--- config.mk ---
export PLATFORM = sky130hd
export DESIGN_NAME = jam_solver_p
export DESIGN_NICKNAME = d
export VERILOG_FILES = /design/src/rtl/jam_pkg.sv /design/src/rtl/jam_perm_next.sv /design/src/rtl/jam_solver_p.sv
export SDC_FILE = /design/constraint.sdc
export NUM_CORES = 1
export LEC_CHECK = 0
export ABC_AREA = 1
export CAP_MARGIN = 40
export CORE_ASPECT_RATIO = 0.6
export CORE_MARGIN = 3
export CORE_UTILIZATION = 25
export DETAILED_ROUTE_END_ITERATION = 8
export GPL_ROUTABILITY_DRIVEN = 0
export PLACE_DENSITY = 0.41
export SYNTH_ARGS = -nofsm -noshare
export SYNTH_HDL_FRONTEND = slang
export SYNTH_SLANG_ARGS = --single-unit
--- constraint.sdc ---
create_clock -name CLK -period 9.3 [get_ports CLK]
set_clock_uncertainty 0.2 [all_clocks]
set_input_delay 0.93 -clock CLK [delete_from_list [all_inputs] [get_ports CLK]]
set_output_delay 0.93 -clock CLK [all_outputs]
set_load 0.05 [all_outputs]
--- src/rtl/jam_pkg.sv ---
// Shared types and elaboration helpers for the job-assignment solver.
package jam_pkg;

  typedef enum logic [2:0] {
    IDLE,
    EVAL,
    CMP,
    FIND,
    SWAP,
    REV,
    DONE
  } state_t;

  localparam logic MODE_MIN = 1'b0;
  localparam logic MODE_MAX = 1'b1;

  function automatic int clog2(input longint unsigned v);
    int r;
    longint unsigned x;
    r = 0;
    x = 1;
    while (x < v) begin
      x = x << 1;
      r++;
    end
    return r;
  endfunction

  function automatic longint unsigned factorial(input int n);
    longint unsigned f;
    f = 1;
    for (int i = 2; i <= n; i++) f = f * longint'(i);
    return f;
  endfunction

endpackage

--- src/rtl/jam_perm_next.sv ---
// Permutation register and lexicographic next-permutation engine.
module jam_perm_next
  import jam_pkg::*;
#(
  parameter int N  = 8,
  parameter int IW = 3
) (
  input  logic          CLK,
  input  logic          RST_N,
  input  logic          init,
  input  logic          step,
  output logic          next_done,
  output logic          last,
  output logic [N*IW-1:0] perm
);

  localparam logic [IW-1:0] TOP = IW'(N - 1);

  state_t ph_q;
  logic [IW-1:0] i_q, j_q, lo_q, hi_q, piv_q;
  logic [N*IW-1:0] perm_q;
  logic hit;

  function automatic logic [N*IW-1:0] ident();
    logic [N*IW-1:0] p;
    p = '0;
    for (int k = 0; k < N; k++) p[k*IW +: IW] = IW'(k);
    return p;
  endfunction

  function automatic logic [IW-1:0] at(
    input logic [N*IW-1:0] p,
    input logic [IW-1:0]   k
  );
    return p[k*IW +: IW];
  endfunction

  assign perm = perm_q;
  assign hit  = at(perm_q, i_q) < at(perm_q, i_q + IW'(1));

  always_comb begin
    next_done = (ph_q == REV) && (lo_q >= hi_q);
    last      = (ph_q == FIND) && !hit && (i_q == '0);
  end

  always_ff @(posedge CLK or negedge RST_N) begin
    if (!RST_N) begin
      ph_q   <= IDLE;
      perm_q <= ident();
      i_q    <= '0;
      j_q    <= '0;
      lo_q   <= '0;
      hi_q   <= '0;
      piv_q  <= '0;
    end else if (init) begin
      ph_q   <= IDLE;
      perm_q <= ident();
    end else begin
      unique case (ph_q)
        IDLE: begin
          if (step) begin
            ph_q <= FIND;
            i_q  <= IW'(N - 2);
          end
        end
        FIND: begin
          if (hit) begin
            piv_q <= i_q;
            j_q   <= TOP;
            ph_q  <= SWAP;
          end else if (i_q == '0) begin
            ph_q <= IDLE;
          end else begin
            i_q <= i_q - IW'(1);
          end
        end
        SWAP: begin
          if (at(perm_q, j_q) > at(perm_q, piv_q)) begin
            perm_q[piv_q*IW +: IW] <= at(perm_q, j_q);
            perm_q[j_q*IW +: IW]   <= at(perm_q, piv_q);
            lo_q <= piv_q + IW'(1);
            hi_q <= TOP;
            ph_q <= REV;
          end else begin
            j_q <= j_q - IW'(1);
          end
        end
        REV: begin
          if (lo_q >= hi_q) begin
            ph_q <= IDLE;
          end else begin
            perm_q[lo_q*IW +: IW] <= at(perm_q, hi_q);
            perm_q[hi_q*IW +: IW] <= at(perm_q, lo_q);
            lo_q <= lo_q + IW'(1);
            hi_q <= hi_q - IW'(1);
          end
        end
        default: ph_q <= IDLE;
      endcase
    end
  end

endmodule

--- src/rtl/jam_solver_p.sv ---
// Exhaustive job-assignment solver: walks all N! permutations,
// tracking the min/max total, its multiplicity and first optimum.
module jam_solver_p
  import jam_pkg::*;
#(
  parameter int N     = 8,
  parameter int CW    = 7,
  parameter int IW    = 3,
  parameter int SW    = 10,
  parameter int CNT_W = 16
) (
  input  logic             CLK,
  input  logic             RST_N,
  input  logic             Start,
  input  logic             Mode,
  output logic [IW-1:0]    W,
  output logic [IW-1:0]    J,
  input  logic [CW-1:0]    Cost,
  output logic             Busy,
  output logic [SW-1:0]    MinCost,
  output logic [CNT_W-1:0] MatchCount,
  output logic [N*IW-1:0]  BestPerm,
  output logic             Valid
);

  if (N < 2 || N > 8) begin : g_bad_n
    $error("N must be 2..8");
  end
  if ((1 << IW) < N) begin : g_bad_iw
    $error("IW too narrow for N");
  end
  if (SW < CW + clog2(N)) begin : g_bad_sw
    $error("SW too narrow for N*Cost");
  end
  if ((longint'(1) << CNT_W) <= factorial(N)) begin : g_bad_cnt
    $error("CNT_W too narrow for N!");
  end

  localparam logic [IW-1:0] KLAST = IW'(N - 1);

  state_t state_q, state_d;
  logic mode_q;
  logic [IW-1:0] k_q;
  logic [SW-1:0] acc_q;
  logic [N*IW-1:0] perm;
  logic go, step, next_done, last, better;

  assign Busy  = (state_q == EVAL) || (state_q == CMP) || (state_q == FIND);
  assign Valid = (state_q == DONE);
  assign go    = Start && !Busy;
  assign step  = (state_q == CMP);
  assign W     = (state_q == EVAL) ? k_q : '0;
  assign J     = (state_q == EVAL) ? perm[k_q*IW +: IW] : '0;

  assign better = (mode_q == MODE_MAX) ? (acc_q > MinCost)
                                       : (acc_q < MinCost);

  jam_perm_next #(
    .N (N),
    .IW(IW)
  ) u_next (
    .CLK      (CLK),
    .RST_N    (RST_N),
    .init     (go),
    .step     (step),
    .next_done(next_done),
    .last     (last),
    .perm     (perm)
  );

  always_ff @(posedge CLK or negedge RST_N) begin
    if (!RST_N) state_q <= IDLE;
    else        state_q <= state_d;
  end

  // FIND here spans the whole engine walk (find, swap, reverse).
  always_comb begin
    state_d = state_q;
    unique case (state_q)
      IDLE, DONE: if (go) state_d = EVAL;
      EVAL:       if (k_q == KLAST) state_d = CMP;
      CMP:        state_d = FIND;
      FIND: begin
        if (last)           state_d = DONE;
        else if (next_done) state_d = EVAL;
      end
      default:    state_d = IDLE;
    endcase
  end

  always_ff @(posedge CLK or negedge RST_N) begin
    if (!RST_N) begin
      mode_q     <= MODE_MIN;
      k_q        <= '0;
      acc_q      <= '0;
      MinCost    <= '1;
      MatchCount <= '0;
      BestPerm   <= '0;
    end else begin
      if (go) begin
        mode_q     <= Mode;
        MinCost    <= (Mode == MODE_MIN) ? '1 : '0;
        MatchCount <= '0;
        k_q        <= '0;
        acc_q      <= '0;
      end
      if (state_q == EVAL) begin
        acc_q <= acc_q + SW'(Cost);
        k_q   <= k_q + IW'(1);
      end
      if (state_q == CMP) begin
        if (better) begin
          MinCost    <= acc_q;
          MatchCount <= CNT_W'(1);
          BestPerm   <= perm;
        end else if (acc_q == MinCost) begin
          MatchCount <= MatchCount + CNT_W'(1);
        end
      end
      if (state_q == FIND && next_done) begin
        k_q   <= '0;
        acc_q <= '0;
      end
    end
  end

endmodule

==> impl_metrics.tcl <==
set metrics [dict create \
    run_status "finished clean" \
    slowest_stage "dfrtp_1" \
    grt_max_degree 51 \
    final_cell_mix "nand2_1, inv_1, nand3_1" \
    syn-instance-count 1409 \
    worst_hold_slack_ns 0.2885 \
    hpwl_mm 29.80 \
    synthArstFlopShare 1.000 \
    pwr-share-comb 0.668 \
    worst_pin_slew_ns 0.9014 \
    switching_share 0.6030 \
    ff2ff_setup_slack_ns 4.93 \
    ys.flop_type "dfrtp_1" \
    path_max_fanout 30 \
    syn-num-nets 1467 \
    h-tree-depth 3 \
    drt-vias-per-instance 5.080 \
    end_kind "register" \
    overflow 0 \
    crit_top_cell "nand2_1" \
    total_power_mw 4.341 \
    cts_setup_buffers 0 \
    ys_seq_area_frac 0.2988 \
    synth.distinct_cells 48 \
    track_usage 0.1980 \
    layout-drive-gt1-share 0.08500 \
    dieArea_um2 39300 \
    core_um2 35680 \
    cts_made_buffers 9 \
    cp.arrival_ns 4.45 \
    syn_to_final_growth_pct 14.26 \
    ir_worst_vdd_v 0.0001415 \
    cts_max_path_buffers 2 \
    clk_latency_ns 0.40 \
    syn_area_um2 9221 \
    maxSlewViolCount 0 \
    p_int_mw 1.723 \
    drc 0 \
    place_area_um2 10240 \
    hold_buffers 0 \
    top_usage_layer "met1" \
    wl_per_cell_um 20.23 \
    timing.critical_path.buf_inv 2 \
    drv_cap 0 \
    critPathLaunchType "register" \
    worstSetupPathType "register to register" \
    rsz0062_at_grt "false" \
    grt_pass1_wl_mm 57.97 \
    use_met2 0.2300 \
    io_pins 69 \
    finalWorstPathRequiredPeriod_ns 4.374 \
    root_buffer "clkbuf_16" \
    required_ns 9.38 \
    fin_util 0.2953 \
    slew_headroom 0.3991 \
    hold_violations 0 \
    met1_usage 0.3385 \
    finalCritPeriodShare 0.4703 \
    max_freq_mhz 228.6 \
    dr.pass1.iters 5 \
    synth_warnings 0 \
    antenna_found_initial 0 \
    std_cell_rows 53 \
    p_per_area_nw_per_um2 412.0 \
    die_w_um 253.9 \
    start_util 0.2585 \
    synth_area_per_cell_um2 6.545 \
    critPathTopFamily "adder cells" \
    vias 9724 \
    use_met3 0.05983 \
    grt_pass1_vias 8720 \
    cts_tree "built" \
    antenna_cells 0 \
    cts_resized 0 \
    dieHeight_um 154.8 \
    synth_edf_count 0 \
    fin_tns_setup_ns 0 \
    cts_sinks 109 \
    synth_seq_cells 109 \
    postRouteAntennaNets 0 \
    slowest_delay_ns 0.92 \
    nets 1500 \
    setup_viol 0 \
    clkTransAtPathRegs_ns 0.08 \
    p_leak_nw 4.918 \
    wl_mm 38.71 \
    io_buffers 68 \
    layout_commonest_cell "nand2_1" \
    switchingPower_mw 2.618 \
    path_cells "inv_1 -> ha_1 -> inv_1 -> a21oi_1 -> o21ai_0 -> nand3_1 -> nand2_1 -> ha_1 -> a21oi_1 -> nand2_1 -> nand4_1 -> nand3_1 -> nand2_1 -> nand2_1" \
    hp-class "register to register" \
    pwr-share-clk 0.099 \
    design_area_um2 10540 \
    p_seq_frac 0.233 \
    dr.first_iter.drc_count 1144 \
]
sequential cells by signal (all words and copies together) (netlist names):
register      flops
u_next.perm      24
MatchCount       16
u_next.i_q        3
state_q           3
acc_q            10
u_next.lo_q       3
u_next.hi_q       3
MinCost          10
BestPerm         24
u_next.ph_q       3
u_next.j_q        3
u_next.piv_q      3
mode_q            1
k_q               3
cell usage after synthesis, types with 3 or more instances:
library cell,count,area (µm²)
nand2_1,371,1393
inv_1,164,615.6
nand3_1,143,715.7
o21ai_0,124,620.6
nor2_1,111,416.7
dfrtp_1,87,2177
a21oi_1,72,360.4
ha_1,46,575.6
nand4_1,30,187.7
o211ai_1,30,225.2
inv_2,29,108.9
o21ai_1,26,130.1
dfstp_2,22,578.1
buf_2,18,90.09
buf_4,13,97.59
clkbuf_1,12,45.04
nand3_2,11,110.1
nand2_2,10,62.56
nor3_1,10,50.05
nor2_2,9,56.30
o22ai_1,7,43.79
a31oi_1,6,37.54
buf_6,6,67.56
nor2_4,5,56.30
xor2_1,5,43.79
nor3_2,4,40.04
buf_1,3,11.26
nand3b_1,3,22.52
o21a_1,3,22.52
or2_1,3,18.77
kinds of logic (layout without fill, tap and decap cells):
logic type | Yosys count | in the layout | synth area share
AOI/OAI and AO/OA | 280 | 280 | 0.1677
buffers and inverters | 248 | 286 | 0.1138
xor gates and xnor gates | 7 | 7 | 0.006649
muxes | 1 | 1 | 0.001086
and+or+nand+nor | 717 | 717 | 0.3474
adders and majority gates | 47 | 47 | 0.06459
DFF | 109 | 109 | 0.2988
per-stage QoR:
stage	setup WS, ns	cells
after floorplan	6.382	1409
after global placement	5.030	1895
after detailed placement	5.011	1898
after CTS	4.992	1914
after global routing	4.448	1914
final	4.926	1914
worst reg2reg max path, delay by kind of cell (launching register included):
kind,cells,cell delay (ns)
and+or+nand+nor,7,0.85
buffers and inverters,2,0.84
adders and majority gates,2,0.95
AOI/OAI and AO/OA,3,0.52
DFF,1,0.92
cell type report:
cell class | count | area (µm²)
timing repair buffer | 74 | 743.2
tap | 467 | 584.3
sequential | 109 | 2755
fill | 3983 | 25140
inverter | 196 | 738.2
clock buffer | 9 | 225.2
multi-input combinational | 1052 | 5416
clock inverter | 7 | 73.82
power by group through the flow:
stage / combinational (mW) / sequential (mW) / clock [mW]
floorplan: 1.88 / 1.04 / 0
global placement: 2.87 / 1.01 / 0
detailed placement: 2.85 / 1.01 / 0
CTS: 2.87 / 1.00 / 0.446
global route: 3.22 / 1.04 / 0.461
finish: 2.90 / 1.01 / 0.428
metal layers:
| layer | vias to the layer above | wire [µm] | part of all wire |
|---|---|---|---|
| li1 | 4701 | - | - |
| met1 | 4601 | 20920 | 0.54 |
| met2 | 402 | 13280 | 0.34 |
| met3 | 20 | 4172 | 0.11 |
| met4 | 0 | 340 | 0.0088 |
| met5 | - | 0 | 0 |
worst paths after layout:
kind                       cells past startpoint     startpoint             end
min in group asynchronous                      1          RST_N   MatchCount[1]
min                                            2   BestPerm[15]    BestPerm[15]
max reg2reg                                   14  u_next.i_q[0]  u_next.ph_q[2]
max                                           14  u_next.i_q[0]  u_next.ph_q[2]
max in group asynchronous                      3          RST_N      MinCost[1]
min reg2reg                                    2   BestPerm[15]    BestPerm[15]
Note: power is estimated with default switching activity, not from simulation.
